**src/rtl/enemy_pkg.sv**
```systemverilog
// Shared definitions for the obstacle spawner: FSM states, obstacle kinds,
// per-kind geometry and slot-table layout.
package enemy_pkg;

    typedef enum logic [1:0] {
        ST_IDLE  = 2'd0,
        ST_RUN   = 2'd1,
        ST_FLUSH = 2'd2
    } state_t;

    localparam logic [1:0] KIND_CACTUS_S = 2'd0;
    localparam logic [1:0] KIND_CACTUS_L = 2'd1;
    localparam logic [1:0] KIND_BIRD_LO  = 2'd2;
    localparam logic [1:0] KIND_BIRD_HI  = 2'd3;

    localparam int CACTUS_S_W = 16;
    localparam int CACTUS_S_H = 32;
    localparam int CACTUS_L_W = 24;
    localparam int CACTUS_L_H = 48;
    localparam int BIRD_W     = 32;
    localparam int BIRD_H     = 20;

    // Slot header: two reserved zero bits on top, then valid(1) and kind(2).
    localparam int         SLOT_HDR_W = 5;
    localparam logic [1:0] SLOT_PAD   = 2'b00;

    function automatic int slot_width(input int x_w, input int y_w, input int sz_w);
        return SLOT_HDR_W + x_w + y_w + 2 * sz_w;
    endfunction

    function automatic int kind_w(input logic [1:0] kind);
        case (kind)
            KIND_CACTUS_S: return CACTUS_S_W;
            KIND_CACTUS_L: return CACTUS_L_W;
            default:       return BIRD_W;
        endcase
    endfunction

    function automatic int kind_h(input logic [1:0] kind);
        case (kind)
            KIND_CACTUS_S: return CACTUS_S_H;
            KIND_CACTUS_L: return CACTUS_L_H;
            default:       return BIRD_H;
        endcase
    endfunction

endpackage

```
**src/rtl/enemy_lfsr16.sv**
```systemverilog
// Free-running 16-bit Galois LFSR (x^16+x^14+x^13+x^11), reloaded with SEED on reset.
module enemy_lfsr16 #(
    parameter logic [15:0] SEED = 16'hACE1
) (
    input  logic        clk3,
    input  logic        rst_n,
    output logic [15:0] lfsr
);

    logic [15:0] lfsr_nxt_s;

    // One Galois step; the zero guard keeps the register out of the lock-up state
    always_comb begin
        lfsr_nxt_s = {1'b0, lfsr[15:1]};
        if (lfsr[0]) begin
            lfsr_nxt_s = lfsr_nxt_s ^ 16'hB400;
        end else begin
        end
        if (lfsr_nxt_s == 16'h0000) begin
            lfsr_nxt_s = SEED;
        end else begin
        end
    end

    // LFSR state register
    always_ff @(posedge clk3 or negedge rst_n) begin
        if (!rst_n) begin
            lfsr <= SEED;
        end else begin
            lfsr <= lfsr_nxt_s;
        end
    end

endmodule

```
**src/rtl/enemy_spawner_ctrl.sv**
```systemverilog
// Obstacle slot table: per-frame scroll and retire of live slots plus
// LFSR-paced spawning of four obstacle kinds into the lowest free slot.
module enemy_spawner_ctrl
    import enemy_pkg::*;
#(
    parameter int          NSLOTS    = 6,
    parameter int          X_W       = 10,
    parameter int          Y_W       = 9,
    parameter int          SZ_W      = 7,
    parameter int          SPEED_W   = 4,
    parameter int          SCREEN_W  = 640,
    parameter int          GROUND_Y  = 400,
    parameter int          BIRD_LO_Y = 360,
    parameter int          BIRD_HI_Y = 300,
    parameter int          MIN_GAP   = 40,
    parameter logic [7:0]  GAP_MASK  = 8'h3F,
    parameter logic [15:0] LFSR_SEED = 16'hACE1,
    localparam int         SLOT_W    = slot_width(X_W, Y_W, SZ_W)
) (
    input  logic                     clk3,
    input  logic                     rst_n,
    input  logic                     frame_tick,
    input  logic                     run,
    input  logic                     clear,
    input  logic [SPEED_W-1:0]       speed,
    output logic [NSLOTS*SLOT_W-1:0] slots_o,
    output logic [3:0]               active_count,
    output logic                     spawn_pulse
);

    localparam int CD_W = $clog2(MIN_GAP + 256) + 1;

    state_t            state_r, state_nxt_s;
    logic [15:0]       lfsr_s;
    logic [5:0]        lfsr_unused_s;
    logic [CD_W-1:0]   cooldown_r, cooldown_nxt_s;
    logic              tick_s, flush_s, spawn_s, free_found_s;
    logic [3:0]        free_idx_s, count_nxt_s;
    logic [NSLOTS-1:0] valid_vec_s, valid_nxt_vec_s;
    logic [X_W-1:0]    speed_x_s;
    logic [1:0]        spawn_kind_s;
    logic [Y_W-1:0]    spawn_y_s;
    logic [SZ_W-1:0]   spawn_w_s, spawn_h_s;

    enemy_lfsr16 #(.SEED(LFSR_SEED)) u_lfsr (
        .clk3  (clk3),
        .rst_n (rst_n),
        .lfsr  (lfsr_s)
    );

    assign lfsr_unused_s = lfsr_s[7:2];
    assign speed_x_s     = X_W'(speed);
    // clear wins over run and frame_tick
    assign flush_s       = clear || (state_r == ST_FLUSH);
    assign tick_s        = (state_r == ST_RUN) && run && frame_tick && !clear;
    assign spawn_s       = tick_s && (cooldown_r == '0) && free_found_s;

    // FSM state register
    always_ff @(posedge clk3 or negedge rst_n) begin
        if (!rst_n) begin
            state_r <= ST_IDLE;
        end else begin
            state_r <= state_nxt_s;
        end
    end

    // FSM next-state logic
    always_comb begin
        state_nxt_s = state_r;
        if (clear) begin
            state_nxt_s = ST_FLUSH;
        end else begin
            case (state_r)
                ST_IDLE:  state_nxt_s = run ? ST_RUN : ST_IDLE;
                ST_RUN:   state_nxt_s = run ? ST_RUN : ST_IDLE;
                ST_FLUSH: state_nxt_s = ST_IDLE;
                default:  state_nxt_s = ST_IDLE;
            endcase
        end
    end

    // Spawn cooldown: counts frames down, then holds at zero until a slot is free
    always_comb begin
        cooldown_nxt_s = cooldown_r;
        if (flush_s) begin
            cooldown_nxt_s = CD_W'(MIN_GAP);
        end else if (tick_s) begin
            if (cooldown_r != '0) begin
                cooldown_nxt_s = cooldown_r - CD_W'(1);
            end else if (free_found_s) begin
                cooldown_nxt_s = CD_W'(MIN_GAP) + CD_W'(lfsr_s[15:8] & GAP_MASK);
            end else begin
                cooldown_nxt_s = cooldown_r;
            end
        end else begin
            cooldown_nxt_s = cooldown_r;
        end
    end

    // Cooldown register
    always_ff @(posedge clk3 or negedge rst_n) begin
        if (!rst_n) begin
            cooldown_r <= CD_W'(MIN_GAP);
        end else begin
            cooldown_r <= cooldown_nxt_s;
        end
    end

    // Kind and fixed geometry of the obstacle that would be spawned this cycle
    always_comb begin
        spawn_kind_s = lfsr_s[1:0];
        spawn_w_s    = SZ_W'(kind_w(spawn_kind_s));
        spawn_h_s    = SZ_W'(kind_h(spawn_kind_s));
        case (spawn_kind_s)
            KIND_BIRD_LO: spawn_y_s = Y_W'(BIRD_LO_Y);
            KIND_BIRD_HI: spawn_y_s = Y_W'(BIRD_HI_Y);
            default:      spawn_y_s = Y_W'(GROUND_Y);
        endcase
    end

    // Lowest-index slot that is free before this tick's update
    always_comb begin
        free_found_s = 1'b0;
        free_idx_s   = 4'd0;
        for (int i = NSLOTS - 1; i >= 0; i--) begin
            if (!valid_vec_s[i]) begin
                free_found_s = 1'b1;
                free_idx_s   = 4'(i);
            end else begin
            end
        end
    end

    for (genvar g = 0; g < NSLOTS; g++) begin : g_slot
        logic            valid_r, valid_nxt_s, hit_s;
        logic [1:0]      kind_r, kind_nxt_s;
        logic [X_W-1:0]  x_r, x_nxt_s;
        logic [Y_W-1:0]  y_r, y_nxt_s;
        logic [SZ_W-1:0] w_r, w_nxt_s, h_r, h_nxt_s;

        assign hit_s = spawn_s && (free_idx_s == 4'(g));

        // Next slot contents: flush, spawn write (unmoved), scroll/retire, or hold
        always_comb begin
            valid_nxt_s = valid_r;
            kind_nxt_s  = kind_r;
            x_nxt_s     = x_r;
            y_nxt_s     = y_r;
            w_nxt_s     = w_r;
            h_nxt_s     = h_r;
            if (flush_s) begin
                valid_nxt_s = 1'b0;
            end else if (hit_s) begin
                valid_nxt_s = 1'b1;
                kind_nxt_s  = spawn_kind_s;
                x_nxt_s     = X_W'(SCREEN_W);
                y_nxt_s     = spawn_y_s;
                w_nxt_s     = spawn_w_s;
                h_nxt_s     = spawn_h_s;
            end else if (tick_s && valid_r && (speed != '0)) begin
                if (x_r <= speed_x_s) begin
                    valid_nxt_s = 1'b0;
                end else begin
                    x_nxt_s = x_r - speed_x_s;
                end
            end else begin
                valid_nxt_s = valid_r;
            end
        end

        // Slot storage
        always_ff @(posedge clk3 or negedge rst_n) begin
            if (!rst_n) begin
                valid_r <= 1'b0;
                kind_r  <= 2'd0;
                x_r     <= '0;
                y_r     <= '0;
                w_r     <= '0;
                h_r     <= '0;
            end else begin
                valid_r <= valid_nxt_s;
                kind_r  <= kind_nxt_s;
                x_r     <= x_nxt_s;
                y_r     <= y_nxt_s;
                w_r     <= w_nxt_s;
                h_r     <= h_nxt_s;
            end
        end

        assign valid_vec_s[g]     = valid_r;
        assign valid_nxt_vec_s[g] = valid_nxt_s;
        assign slots_o[g*SLOT_W +: SLOT_W] = {SLOT_PAD, valid_r, kind_r, x_r, y_r, w_r, h_r};
    end

    // Population count of the table as it will be after this cycle
    always_comb begin
        count_nxt_s = 4'd0;
        for (int i = 0; i < NSLOTS; i++) begin
            count_nxt_s = count_nxt_s + {3'b000, valid_nxt_vec_s[i]};
        end
    end

    // Registered status outputs
    always_ff @(posedge clk3 or negedge rst_n) begin
        if (!rst_n) begin
            active_count <= 4'd0;
            spawn_pulse  <= 1'b0;
        end else begin
            active_count <= count_nxt_s;
            spawn_pulse  <= spawn_s;
        end
    end

endmodule

```
**config.mk**
```make
export PLATFORM = sky130hd
export DESIGN_NAME = enemy_spawner_ctrl
export DESIGN_NICKNAME = d
export VERILOG_FILES = /design/src/rtl/enemy_pkg.sv /design/src/rtl/enemy_lfsr16.sv /design/src/rtl/enemy_spawner_ctrl.sv
export SDC_FILE = /design/constraint.sdc
export NUM_CORES = 1
export LEC_CHECK = 0
export BUFFER_PORTS_ARGS = -buffer_cell sky130_fd_sc_hd__buf_2
export CAP_MARGIN = 5
export CELL_PAD_IN_SITES_DETAIL_PLACEMENT = 1
export CELL_PAD_IN_SITES_GLOBAL_PLACEMENT = 1
export CORE_ASPECT_RATIO = 1.25
export CORE_MARGIN = 5
export CORE_UTILIZATION = 40
export CTS_CLUSTER_SIZE = 16
export DETAILED_ROUTE_END_ITERATION = 8
export PLACE_DENSITY_LB_ADDON = 0.1
export RECOVER_POWER = 100
export SLEW_MARGIN = 20
export SYNTH_ARGS = -nofsm -noshare
export SYNTH_HDL_FRONTEND = slang
export SYNTH_SLANG_ARGS = --single-unit
```
**constraint.sdc**
```tcl
create_clock -name clk3 -period 5.02 [get_ports clk3]
set_input_delay 0.753 -clock clk3 [delete_from_list [all_inputs] [get_ports clk3]]
set_output_delay 0.753 -clock clk3 [all_outputs]
set_load 0.1 [all_outputs]
```
==> impl_metrics.ini <==
[run_status]
status = finished with violations
violations = capacitance limit, slew limit

[cells_and_area]
final_cell_mix = clkbuf_1, dfrtp_1, nand2_1
num_antenna_cells = 0
seq_area_sq_um = 4120
multiInputGateArea_sq_um = 4030
nNetsFinal = 1108
drive_above_1_share_pct = 6.88
final_common_cell = clkbuf_1
syn_to_final_growth_pct = 10.7
fillers = 2686

[timing]
slew_headroom_pct = -68.3
hold_viol = 0
setup_violations = 0
rsz0062_at_grt = false
fin_skew_ns = 0.0139
setup_tns_ns = 0
period_share_pct = 84.4
clock.fmax_ghz = 0.236
finalCriticalPeriod_ns = 4.23
tightest_slew_ns = 2.52
finalMaxSlewViolations = 107
layout_setup_ws_ns = 0.785

[setup_path]
worstPathMaxFanout = 10
worstSetupEndpointType = flop
crit_required_ns = 5.33
crit_path_max_incr_delay_ns = 1.76
worstPathCellList = clkbuf_1, or3b_1, clkinv_4, nand4_1, a2111oi_1, nor2_1, a221o_1
cp_data_arrival_time_ns = 4.55
critPathTopFamily = compound AO/OA/AOI/OAI gates
crit_slowest_cell = a2111oi_1
worstSetupPathType = primary input to flop
cp-start-kind = primary input
path_buf_inv = 2

[synthesis]
synth_seq_cells = 164
avgSynthCellArea_sq_um = 9.66
synth_top_area_share_pct = 42.8
synth_cell_types = 77
yosysSeqAreaShare_pct = 45.8
synth_top_area_cell = dfrtp_1
synth_area_leaders = dfrtp_1, buf_4, nand2_1
synth_area_sq_um = 8990
synthCells = 931
synth_edf_count = 0
ys.warnings.count = 0
synthFlopType = dfrtp_1
synthArstFlopShare_pct = 100

[global_route]
grt_pass1_wl_um = 39800
overflow = 0
grt_max_degree = 98
grt_pass1_vias = 7377
antenna_found_initial = 0
grtUsageTotal_pct = 19.8

[die]
die_area_sq_um = 25600
die_h_um = 178
core_area_sq_um = 22200
die_width_um = 144
pin_count = 242
initial_utilization_pct = 40.5
num_rows = 61

[power]
p_leak_nw = 4.79
p_per_area_nw_per_um2 = 307
peakVddDrop_uv = 243

[clock_network]
postCtsSetupBuffers = 0
h-tree-depth = 4
clock-sinks = 164
cts-resized-gates = 0
holdBufCountCts = 0
cts.path.max_buffers = 2
clock_latency_ns = 0.43
numCtsBuffers = 17
clk_pin_slew_worst_paths_ns = 0.07
cts_tree = yes
clockRootBuffer = clkbuf_16

[placement]
place_ws_ns = 0.619
portBuffers = 168
hpwl_um = 18600
routabilityCongestion = 0.812

[job]
drv_cap = 2

[route]
vias = 7160
routed_wl_um = 25300
ant_nets = 0
vias_per_cell = 5.27
drtPass1Iterations = 4
wl_per_cell_um = 18.6
drt-initial-drc-count = 259
drc = 0

[hold_path]
hp-class = flop to flop
-- routing by layer --
| layer | share of wire, % | global-route usage [%] |
|---|---|---|
| met2 | 49 | 33.2 |
| met1 | 43 | 25.7 |
| met5 | 0 | 0 |
| met4 | 2.1 | 6.08 |
| met3 | 5.8 | 3.94 |
-- registers in the layout, summed over array words and instances (netlist names) --
name,flops
g_slot.w_r,12
g_slot.valid_r,6
active_count,3
u_lfsr.lfsr,16
state_r,2
g_slot.h_r,12
g_slot.y_r,30
g_slot.x_r,60
spawn_pulse,1
cooldown_r,10
g_slot.kind_r,12
-- synth_stat cells, drive strengths merged (3+ instances only) --
cell,number
dfrtp,154
nand2,129
buf,114
o21ai,61
nor2,38
a21oi,34
nor3,34
inv,28
clkbuf,27
ha,27
or3,22
nand3,18
or4,17
nand2b,15
nor4,15
or2,11
dfstp,10
o31ai,10
fa,9
o21a,9
and3,8
mux2i,8
nand4,8
nor2b,8
xnor2,8
a211o,7
a211oi,7
and2,7
xor2,7
a21o,6
o311ai,6
o31a,6
and4,5
nor3b,5
o211ai,5
o41ai,5
o2bb2ai,4
a31o,3
o211a,3
o21bai,3
o22ai,3
-- where the power goes --
group / total [mW] / leakage, nW / switching (mW) / internal, mW
Combinational: 0.338 / 2.29 / 0.310 / 0.0281
Clock: 1.40 / 0.298 / 0.596 / 0.801
Sequential: 1.32 / 2.20 / 0.00122 / 1.32
-- worst paths after layout --
| check | depth (start not counted) | to | from | slack [ns] |
|---|---|---|---|---|
| max reg2reg | 7 | g_slot[0].x_r[4] | cooldown_r[0] | 0.81 |
| min | 0 | u_lfsr.lfsr[3] | u_lfsr.lfsr[4] | 0.39 |
| max | 7 | g_slot[0].x_r[4] | clear | 0.79 |
| max in group asynchronous | 2 | u_lfsr.lfsr[2] | rst_n | 1.58 |
| min in group asynchronous | 1 | g_slot[4].y_r[7] | rst_n | 1.07 |
| min reg2reg | 0 | u_lfsr.lfsr[3] | u_lfsr.lfsr[4] | 0.39 |
-- cell families (layout without fill, tap and decap cells) --
group	after synthesis	after routing	synth area share [%]
muxes	8	8	0.890
other	1	73	0.0417
buffers and inverters	170	243	11.7
adders and majority gates	36	36	5.76
AOI/OAI and AO/OA	189	189	14.2
DFF	164	164	45.8
xor gates and xnor gates	15	15	1.46
and+or+nand+nor	348	348	20.2
-- per-stage QoR --
step | cells | cell area (sq um) | hold WS [ns] | utilization (%) | power, mW
CTS | 1359 | 10200 | 0.394 | 46.1 | 3.10
detailed placement | 1327 | 9630 | 0.368 | 43.4 | 1.69
global route | 1359 | 9960 | 0.401 | 44.8 | 3.17
finish | 1359 | 9960 | 0.385 | 44.8 | 3.06
floorplan | 1003 | 9270 | 0.429 | - | 1.68
global placement | 1327 | 9630 | 0.369 | 43.4 | 1.69
-- cell type report --
type,count,share of cell area [%]
Sequential cell,164,41.3
Multi-Input combinational cell,669,40.5
Timing Repair Buffer,182,7.25
Clock buffer,18,4.31
Tap cell,283,3.56
Clock inverter,14,1.88
Inverter,29,1.14
No activity file was read; power rests on OpenSTA's default activity.
